### config.mk
export PLATFORM = sky130hd
export DESIGN_NAME = insn_fetch
export DESIGN_NICKNAME = d
export VERILOG_FILES = /design/src/rtl/insn_fetch.sv
export SDC_FILE = /design/constraint.sdc
export NUM_CORES = 1
export LEC_CHECK = 0
export ABC_CLOCK_PERIOD_IN_PS = 6300
export CAP_MARGIN = 20
export CORE_ASPECT_RATIO = 1.4
export CORE_UTILIZATION = 58
export DETAILED_ROUTE_END_ITERATION = 10
export GPL_TIMING_DRIVEN = 0
export PLACE_DENSITY = 0.94
export SLEW_MARGIN = 0
export SYNTH_ARGS = -nofsm -noshare
export SYNTH_HDL_FRONTEND = slang
export SYNTH_SLANG_ARGS = --single-unit
### constraint.sdc
create_clock -name clk -period 6.3 [get_ports clk]
set_input_delay 1.26 -clock clk [delete_from_list [all_inputs] [get_ports clk]]
set_output_delay 1.26 -clock clk [all_outputs]
set_load 0.1 [all_outputs]
### src/rtl/insn_fetch.sv
// rtl/insn_fetch.sv - instruction fetch unit with 2-entry in-order queue and redirect flush
module insn_fetch #(
    parameter logic [15:0] RESET_IP = 16'h0000
) (
    input  logic        clk,
    input  logic        rst_n,
    output logic [15:0] mem_addr,
    output logic        mem_rd,
    input  logic        mem_ack,
    input  logic [15:0] mem_rdata,
    output logic [15:0] insn,
    output logic [15:0] insn_ip,
    output logic        insn_valid,
    input  logic        insn_ready,
    input  logic        load_ip,
    input  logic [15:0] new_ip
);

    localparam logic [15:0] START_IP = {RESET_IP[15:1], 1'b0};

    // next word address to request
    logic [15:0] fetch_ip;

    // instruction queue: word + its byte address, head pointer and fill count
    logic [15:0] q_word [2];
    logic [15:0] q_ip   [2];
    logic        q_head;
    logic [1:0]  count;
    logic        q_tail;

    // addresses of in-flight requests, oldest at a_rd
    logic [15:0] a_ip [2];
    logic        a_wr;
    logic        a_rd;
    logic [1:0]  outstanding;
    logic [1:0]  drop;

    logic        pop;
    logic        push;
    logic        issue;
    logic [2:0]  occupancy;

    assign insn_valid = (count != 2'd0);
    assign insn       = q_word[q_head];
    assign insn_ip    = q_ip[q_head];

    // a redirect owns the head this cycle, so it is never consumed alongside load_ip
    assign pop = insn_valid & insn_ready & ~load_ip;

    // slots already claimed (queued + in flight); a pop this cycle frees one
    assign occupancy = {1'b0, count} + {1'b0, outstanding};
    assign issue     = rst_n & ~load_ip & (occupancy < (3'd2 + {2'b00, pop}));
    assign mem_rd    = issue;
    assign mem_addr  = fetch_ip;

    // acks belonging to a flushed stream, or arriving with a redirect, are discarded
    assign push   = mem_ack & ~load_ip & (drop == 2'd0);
    assign q_tail = q_head ^ count[0];

    // fetch address: restart on redirect, advance on every issued request
    always_ff @(posedge clk or negedge rst_n) begin
        if (!rst_n) begin
            fetch_ip <= START_IP;
        end else if (load_ip) begin
            fetch_ip <= {new_ip[15:1], 1'b0};
        end else if (issue) begin
            fetch_ip <= fetch_ip + 16'd2;
        end
    end

    // in-flight bookkeeping: request addresses, outstanding count and discard count
    always_ff @(posedge clk or negedge rst_n) begin
        if (!rst_n) begin
            a_ip[0]     <= 16'h0000;
            a_ip[1]     <= 16'h0000;
            a_wr        <= 1'b0;
            a_rd        <= 1'b0;
            outstanding <= 2'd0;
            drop        <= 2'd0;
        end else begin
            outstanding <= outstanding + {1'b0, issue} - {1'b0, mem_ack};
            if (issue) begin
                a_ip[a_wr] <= fetch_ip;
                a_wr       <= ~a_wr;
            end
            if (mem_ack) begin
                a_rd <= ~a_rd;
            end
            if (load_ip) begin
                drop <= outstanding - {1'b0, mem_ack};
            end else if (mem_ack && (drop != 2'd0)) begin
                drop <= drop - 2'd1;
            end
        end
    end

    // instruction queue: push accepted acks at the tail, pop at the head, flush on redirect
    always_ff @(posedge clk or negedge rst_n) begin
        if (!rst_n) begin
            q_word[0] <= 16'h0000;
            q_word[1] <= 16'h0000;
            q_ip[0]   <= 16'h0000;
            q_ip[1]   <= 16'h0000;
            q_head    <= 1'b0;
            count     <= 2'd0;
        end else begin
            if (push) begin
                q_word[q_tail] <= mem_rdata;
                q_ip[q_tail]   <= a_ip[a_rd];
            end
            if (pop) begin
                q_head <= ~q_head;
            end
            if (load_ip) begin
                count <= 2'd0;
            end else begin
                count <= count + {1'b0, push} - {1'b0, pop};
            end
        end
    end

endmodule

==> results.cfg, run 1 <==
[cells_and_area]
final_area_sq_mm = 0.00698
fin_util_pct = 77.8
mostFrequentLayoutCells = dfrtp_1, clkdlybuf4s50_1, mux2_2, a21oi_1, nor2_1
drive_above_1_share_pct = 25.1
n_fill_cell = 537
final_common_cell = dfrtp_1
nets = 586
diodes = 0
area_growth_syn_to_layout_pct = 30.3
multi_input_area_sq_mm = 0.00227
seq_area_sq_mm = 0.00290

[critical_path]
cp_max_fo = 11
rr_endpoint = a_ip[10]
ff2ff_path_depth = 8
required_ns = 5.04
crit_family = buffers and inverters
path_class = in -> out
crit_chain = clkdlybuf4s50_1 > inv_2 > o41ai_2 > nand2_1 > inv_2 > buf_2 > clkdlybuf4s50_1
cp-start-kind = primary input
r2r-start = count[0]
cp_num_buf_inv = 5
max_stage_delay_ns = 1.19
regToRegSetupSlack_ns = 3.71
crit_arrival_ns = 4.08
cp_num_cells = 7
endpoint_kind = output port
slowest_stage = clkdlybuf4s50_1
startpoint = insn_ready

[placed_design]
portBuffers = 82
gp_congestion = 0.891
placed_area_sq_mm = 0.00634
hpwl_microns = 8550

[logic_synthesis]
synthCells = 438
ys_types = 46
synth_seq_area_share_pct = 54.2
synthTopCellsByArea = dfrtp_1, mux2_2, mux2_4, a21oi_1, mux2i_1
ys_seq_elements = 116
yosysWarnings = 0
postSynthAreaPerCell_sq_um = 12.2
syn-cell-area_sq_mm = 0.00536
synth_top_area_cell = dfrtp_1
yosysTopAreaCellShare_pct = 54.2

[global_routing]
grt_max_degree = 73
grt_pass1_wl_microns = 21900
overflow = 0
grt.total_usage_pct = 30.1
antenna_found_initial = 0
first_global_vias = 4274

[floorplanning]
rows = 41
core-area_sq_mm = 0.00898
dieArea_sq_mm = 0.00963
initial_core_util_pct = 59.7
ioPinCount = 87
dieHeight_microns = 116
fp.dieW_microns = 83.2

[clock_network]
cts_buffers = 17
cts_root_buf = clkbuf_16
postCtsResizedCells = 0
clock_path_buffers = 2
clk_pin_slew_ns = 0.05
post_cts_buffers = 0
hold_buffers = 0
cts.sink_count = 116
ctsHtreeMaxLevel = 4
clock_latency_ns = 0.41
cts_tree = yes

[detailed_routing]
vias_per_cell = 5.96
wl_per_cell_microns = 20.1
vias = 3942
drc = 0
drt_iter0_markers = 255
final_antenna_net_count = 0
routed_wl_microns = 13300
firstDrtPassIters = 4

[sta]
tightest_slew_ns = 0.999
fmax_ghz = 0.187
timing.hold.ws_ns = 0.497
min_period_ns = 5.34
fin_skew_ns = 0.00771
setup_tns_ns = 0
finalMaxSlewViolations = 0
setup_viol = 0
timing.final.crit_share_pct = 84.8
rsz0062_at_grt = no
slew_headroom_pct = 33.2
hold_viol_final = 0

[hold_path]
hp-class = reg -> reg
holdPathStages = 2
holdPathEnd = a_ip[28]
min_from = a_ip[28]

[job]
drv_cap = 0

[run_status]
run_status = finished, final reports clean
-- cell families (layout without fill, tap and decap cells) --
| family | count (synthesis) | count (layout) | synth area share (%) |
|---|---|---|---|
| adders and majority gates | 8 | 8 | 2.01 |
| AOI/OAI and AO/OA | 68 | 68 | 7.80 |
| and+or+nand+nor | 91 | 91 | 7.94 |
| buffers and inverters | 40 | 155 | 3.57 |
| other | 1 | 2 | 0.0700 |
| xor gates and xnor gates | 11 | 11 | 1.80 |
| muxes | 103 | 103 | 22.6 |
| DFF | 116 | 116 | 54.2 |
-- metrics by stage --
stage	cells	setup slack, ns
global placement	628	-2.58
detailed placement	629	0.985
floorplan	439	2.51
global route	661	0.842
CTS	661	0.972
finish	661	0.960
-- state kept, by name (all words and copies together), names as in the netlist --
register	flops
q_word	32
a_wr	1
mem_addr	15
a_rd	1
drop	2
q_head	1
count	2
q_ip	30
a_ip	30
outstanding	2
-- worst min-delay path, stage by stage (launching register included) --
cell and delay, ns:
dfrtp_1 0.34, nand2_1 0.05, o21ai_0 0.07
-- metal layers --
metal / vias to the layer above / global-route usage (%) / wire length (microns)
met4: 0 / 15.1 / 478
li1: 1753 / - / -
met5: - / 0 / 0
met2: 182 / 54.9 / 7250
met1: 1966 / 32.5 / 4860
met3: 41 / 7.69 / 725
-- worst max-delay path by stage --
stage | end | slack [ns]
after floorplan | mem_rd | 2.51
after global placement | mem_rd | -2.58
after detailed placement | mem_rd | 0.99
after CTS | mem_rd | 0.97
after global routing | mem_rd | 0.84
final | mem_rd | 0.96
-- cell usage after synthesis (all sizes together) --
| cell | number |
|---|---|
| ha | 7 |
| mux2 | 88 |
| buf | 16 |
| o211ai | 3 |
| mux2i | 15 |
| fa | 1 |
| nand2b | 1 |
| o311ai | 1 |
| a21oi | 37 |
| nand4 | 3 |
| nand3b | 1 |
| dfrtp | 116 |
| o41a | 1 |
| nor4 | 1 |
| nand2 | 20 |
| nor2b | 2 |
| nand3 | 8 |
| clkbuf | 10 |
| nor3b | 2 |
| and4 | 1 |
| a221o | 6 |
| nor2 | 37 |
| o41ai | 1 |
| xnor2 | 5 |
| and2 | 1 |
| or3 | 3 |
| a211oi | 1 |
| xor2 | 6 |
| o21bai | 2 |
| inv | 14 |
| o21ai | 11 |
| and3 | 5 |
| nor3 | 6 |
| a21o | 3 |
| o22ai | 1 |
| a22oi | 1 |
| conb | 1 |
-- area by class of cell --
type                       instances  share of cell area (%)
sequential                       116                    41.6
buffer                            26                    1.99
timing repair buffer              83                    12.1
tap                              107                    1.92
clock inverter                    10                    2.54
inverter                          14                   0.753
clock buffer                      22                    6.65
multi-input combinational        283                    32.5
Power of run 1 is left out: the tool's default activity adds up to more than one toggle a clock period on the data nets, which glitch-free logic cannot reach.
==> run 2, diff against run 1 <==
--- a/config.mk
+++ b/config.mk
@@ -5,13 +5,13 @@
 export SDC_FILE = /design/constraint.sdc
 export NUM_CORES = 1
 export LEC_CHECK = 0
-export ABC_CLOCK_PERIOD_IN_PS = 6300
+export ABC_CLOCK_PERIOD_IN_PS = 4600
 export CAP_MARGIN = 20
 export CORE_ASPECT_RATIO = 1.4
-export CORE_UTILIZATION = 58
+export CORE_UTILIZATION = 48
 export DETAILED_ROUTE_END_ITERATION = 10
 export GPL_TIMING_DRIVEN = 0
-export PLACE_DENSITY = 0.94
+export PLACE_DENSITY = 0.84
 export SLEW_MARGIN = 0
 export SYNTH_ARGS = -nofsm -noshare
 export SYNTH_HDL_FRONTEND = slang
==> constraint.sdc (replaced) <==
create_clock -name clk -period 4.6 [get_ports clk]
set_input_delay 0.92 -clock clk [delete_from_list [all_inputs] [get_ports clk]]
set_output_delay 0.92 -clock clk [all_outputs]
set_load 0.1 [all_outputs]
==> run 2 against run 1 <==
Against the previous run: sequential share of layout area is 0.24 points higher; via count down 4.9%; count of clock-buffer cells in the layout rose by 4; hold slack better by 0.0029 ns; clock skew barely moved; highest routed layer unchanged; critical path type unchanged.
==> results.cfg, run 2 (synthesized netlist as in run 1, its figures left out) <==
[run_status]
run_status = finished, final reports clean

[global_routing]
grt_max_degree = 69
overflow = 0
grt.total_usage_pct = 21.7
antenna_found_initial = 0
first_global_vias = 3953
grt_pass1_wl_microns = 19400

[cells_and_area]
final_common_cell = dfrtp_1
drive_above_1_share_pct = 25.0
largest_reg_flops = 32
area_growth_syn_to_layout_pct = 29.6
diodes = 0
mostFrequentLayoutCells = dfrtp_1, clkdlybuf4s50_1, mux2_2, a21oi_1, nor2_1
top_register = q_word
top_regs = q_word x32, a_ip x30, q_ip x30
nets = 586
stdcell_count = 693

[floorplanning]
ioPinCount = 87
fp.dieW_microns = 91.3
rows = 45
initial_core_util_pct = 49.3
dieHeight_microns = 127
dieArea_sq_mm = 0.0116
core-area_sq_mm = 0.0109

[critical_path]
endpoint_kind = output port
path_class = in -> out
startpoint = rst_n
max_stage_delay_ns = 0.65
crit_chain = buf_4 > nor3b_1 > nand2_1 > inv_2 > buf_2 > clkbuf_2
cp-start-kind = primary input
cp_max_fo = 68
crit_arrival_ns = 3.24
r2r-start = count[0]
required_ns = 3.68
slowest_stage = buf_4

[detailed_routing]
final_antenna_net_count = 0
routed_wl_microns = 11800
wl_per_cell_microns = 17.0
vias_per_cell = 5.41
drt_iter0_markers = 150
vias = 3749
firstDrtPassIters = 4
drc = 0

[hold_path]
hp-class = reg -> reg
min_from = q_word[15]

[clock_network]
cts.sink_count = 116
cts_buffers = 17
ctsHtreeMaxLevel = 4
cts_root_buf = clkbuf_16
clk_pin_slew_ns = 0.05
post_cts_buffers = 0
clock_path_buffers = 2
cts_tree = yes
clock_latency_ns = 0.41

[sta]
min_period_ns = 4.16
tightest_slew_ns = 0.989
fin_skew_ns = 0.00819
slew_headroom_pct = 33.9
timing.final.crit_share_pct = 90.5
fmax_ghz = 0.240
setup_viol = 0
finalMaxSlewViolations = 0
hold_viol_final = 0
rsz0062_at_grt = no

[placed_design]
place_inst = 663
hpwl_microns = 8120
gp_congestion = 0.894
portBuffers = 82

[job]
drv_cap = 0
-- run 2: changes by cell type in the layout (fill, tap and decap cells not counted), sizes merged --
cell and change:
clkbuf +5, clkinv -1, clkdlybuf4s50 -1, clkinvlp -1, bufinv -4
-- run 2: final cells by class --
cell class / count / area (sq um)
flip-flops and latches: 116 / 2900
well taps: 141 / 176
clock inverters: 4 / 45.0
repair buffers: 83 / 841
multi-input cells: 283 / 2270
plain buffers: 26 / 139
inverters: 14 / 52.6
clock buffers: 26 / 519
fillers: 823 / 3920
-- run 2: metal layers --
layer  vias up  GRT usage, %  share of wire [%]
li1       1751             -                  -
met5         -             0                  0
met3        22          5.24                4.7
met4         0          9.06                1.8
met2       127          38.0                 53
met1      1849          25.4                 40
-- run 2: repair_timing --
action,4_1_cts,5_1_grt
hold buffers,0,0
resized for setup,1,2
setup endpoints to repair,1,1
-- run 2: stage by stage --
step / setup TNS (ns) / utilization [%] / setup slack [ns] / hold WS, ns / cell area (sq um)
3_3_place_gp: -271.39 / 58.5 / -3.61 / 0.463 / 6360
4_1_cts: 0 / 63.9 / 0.0342 / 0.502 / 6950
3_5_place_dp: -0.232 / 58.7 / -0.232 / 0.475 / 6380
5_1_grt: 0 / 63.9 / 0.230 / 0.510 / 6940
2_1_floorplan: 0 / - / 1.49 / 0.449 / 5360
6_report: 0 / 63.9 / 0.435 / 0.500 / 6940
-- run 2: worst paths after layout --
kind | endpoint | slack, ns | depth (start not counted)
worst max-delay path | mem_rd | 0.44 | 6
max in group asynchronous | a_ip[3] | 3.23 | 2
worst min register to register | q_word[15] | 0.50 | 1
min in group asynchronous | q_word[20] | 0.63 | 1
worst max register to register | a_ip[6] | 1.89 | 8
worst min-delay path | q_word[15] | 0.50 | 1
-- run 2: worst max-delay path: cells and delay by family --
kind | cells | cell delay [ns]
simple gates | 2 | 0.75
buf+inv | 4 | 1.54
Power of run 2 is left out for the same reason.
==> run 3, diff against run 2 <==
--- a/config.mk
+++ b/config.mk
@@ -5,13 +5,13 @@
 export SDC_FILE = /design/constraint.sdc
 export NUM_CORES = 1
 export LEC_CHECK = 0
-export ABC_CLOCK_PERIOD_IN_PS = 4600
+export ABC_CLOCK_PERIOD_IN_PS = 5000
 export CAP_MARGIN = 20
 export CORE_ASPECT_RATIO = 1.4
-export CORE_UTILIZATION = 48
+export CORE_UTILIZATION = 58
 export DETAILED_ROUTE_END_ITERATION = 10
 export GPL_TIMING_DRIVEN = 0
-export PLACE_DENSITY = 0.84
+export PLACE_DENSITY = 0.94
 export SLEW_MARGIN = 0
 export SYNTH_ARGS = -nofsm -noshare
 export SYNTH_HDL_FRONTEND = slang
==> constraint.sdc (replaced) <==
create_clock -name clk -period 5 [get_ports clk]
set_input_delay 1 -clock clk [delete_from_list [all_inputs] [get_ports clk]]
set_output_delay 1 -clock clk [all_outputs]
set_load 0.1 [all_outputs]
==> results of run 3 <==
The final DEF is identical to that of run 1. Status: finished, final reports clean.
Among the figures that moved: setup slack after placement 0.985 ns -> 0.205 ns; setup slack after layout 0.960 ns -> 0.180 ns; register-to-register setup slack 3.71 ns -> 2.41 ns
Power of run 3 is left out for the same reason.
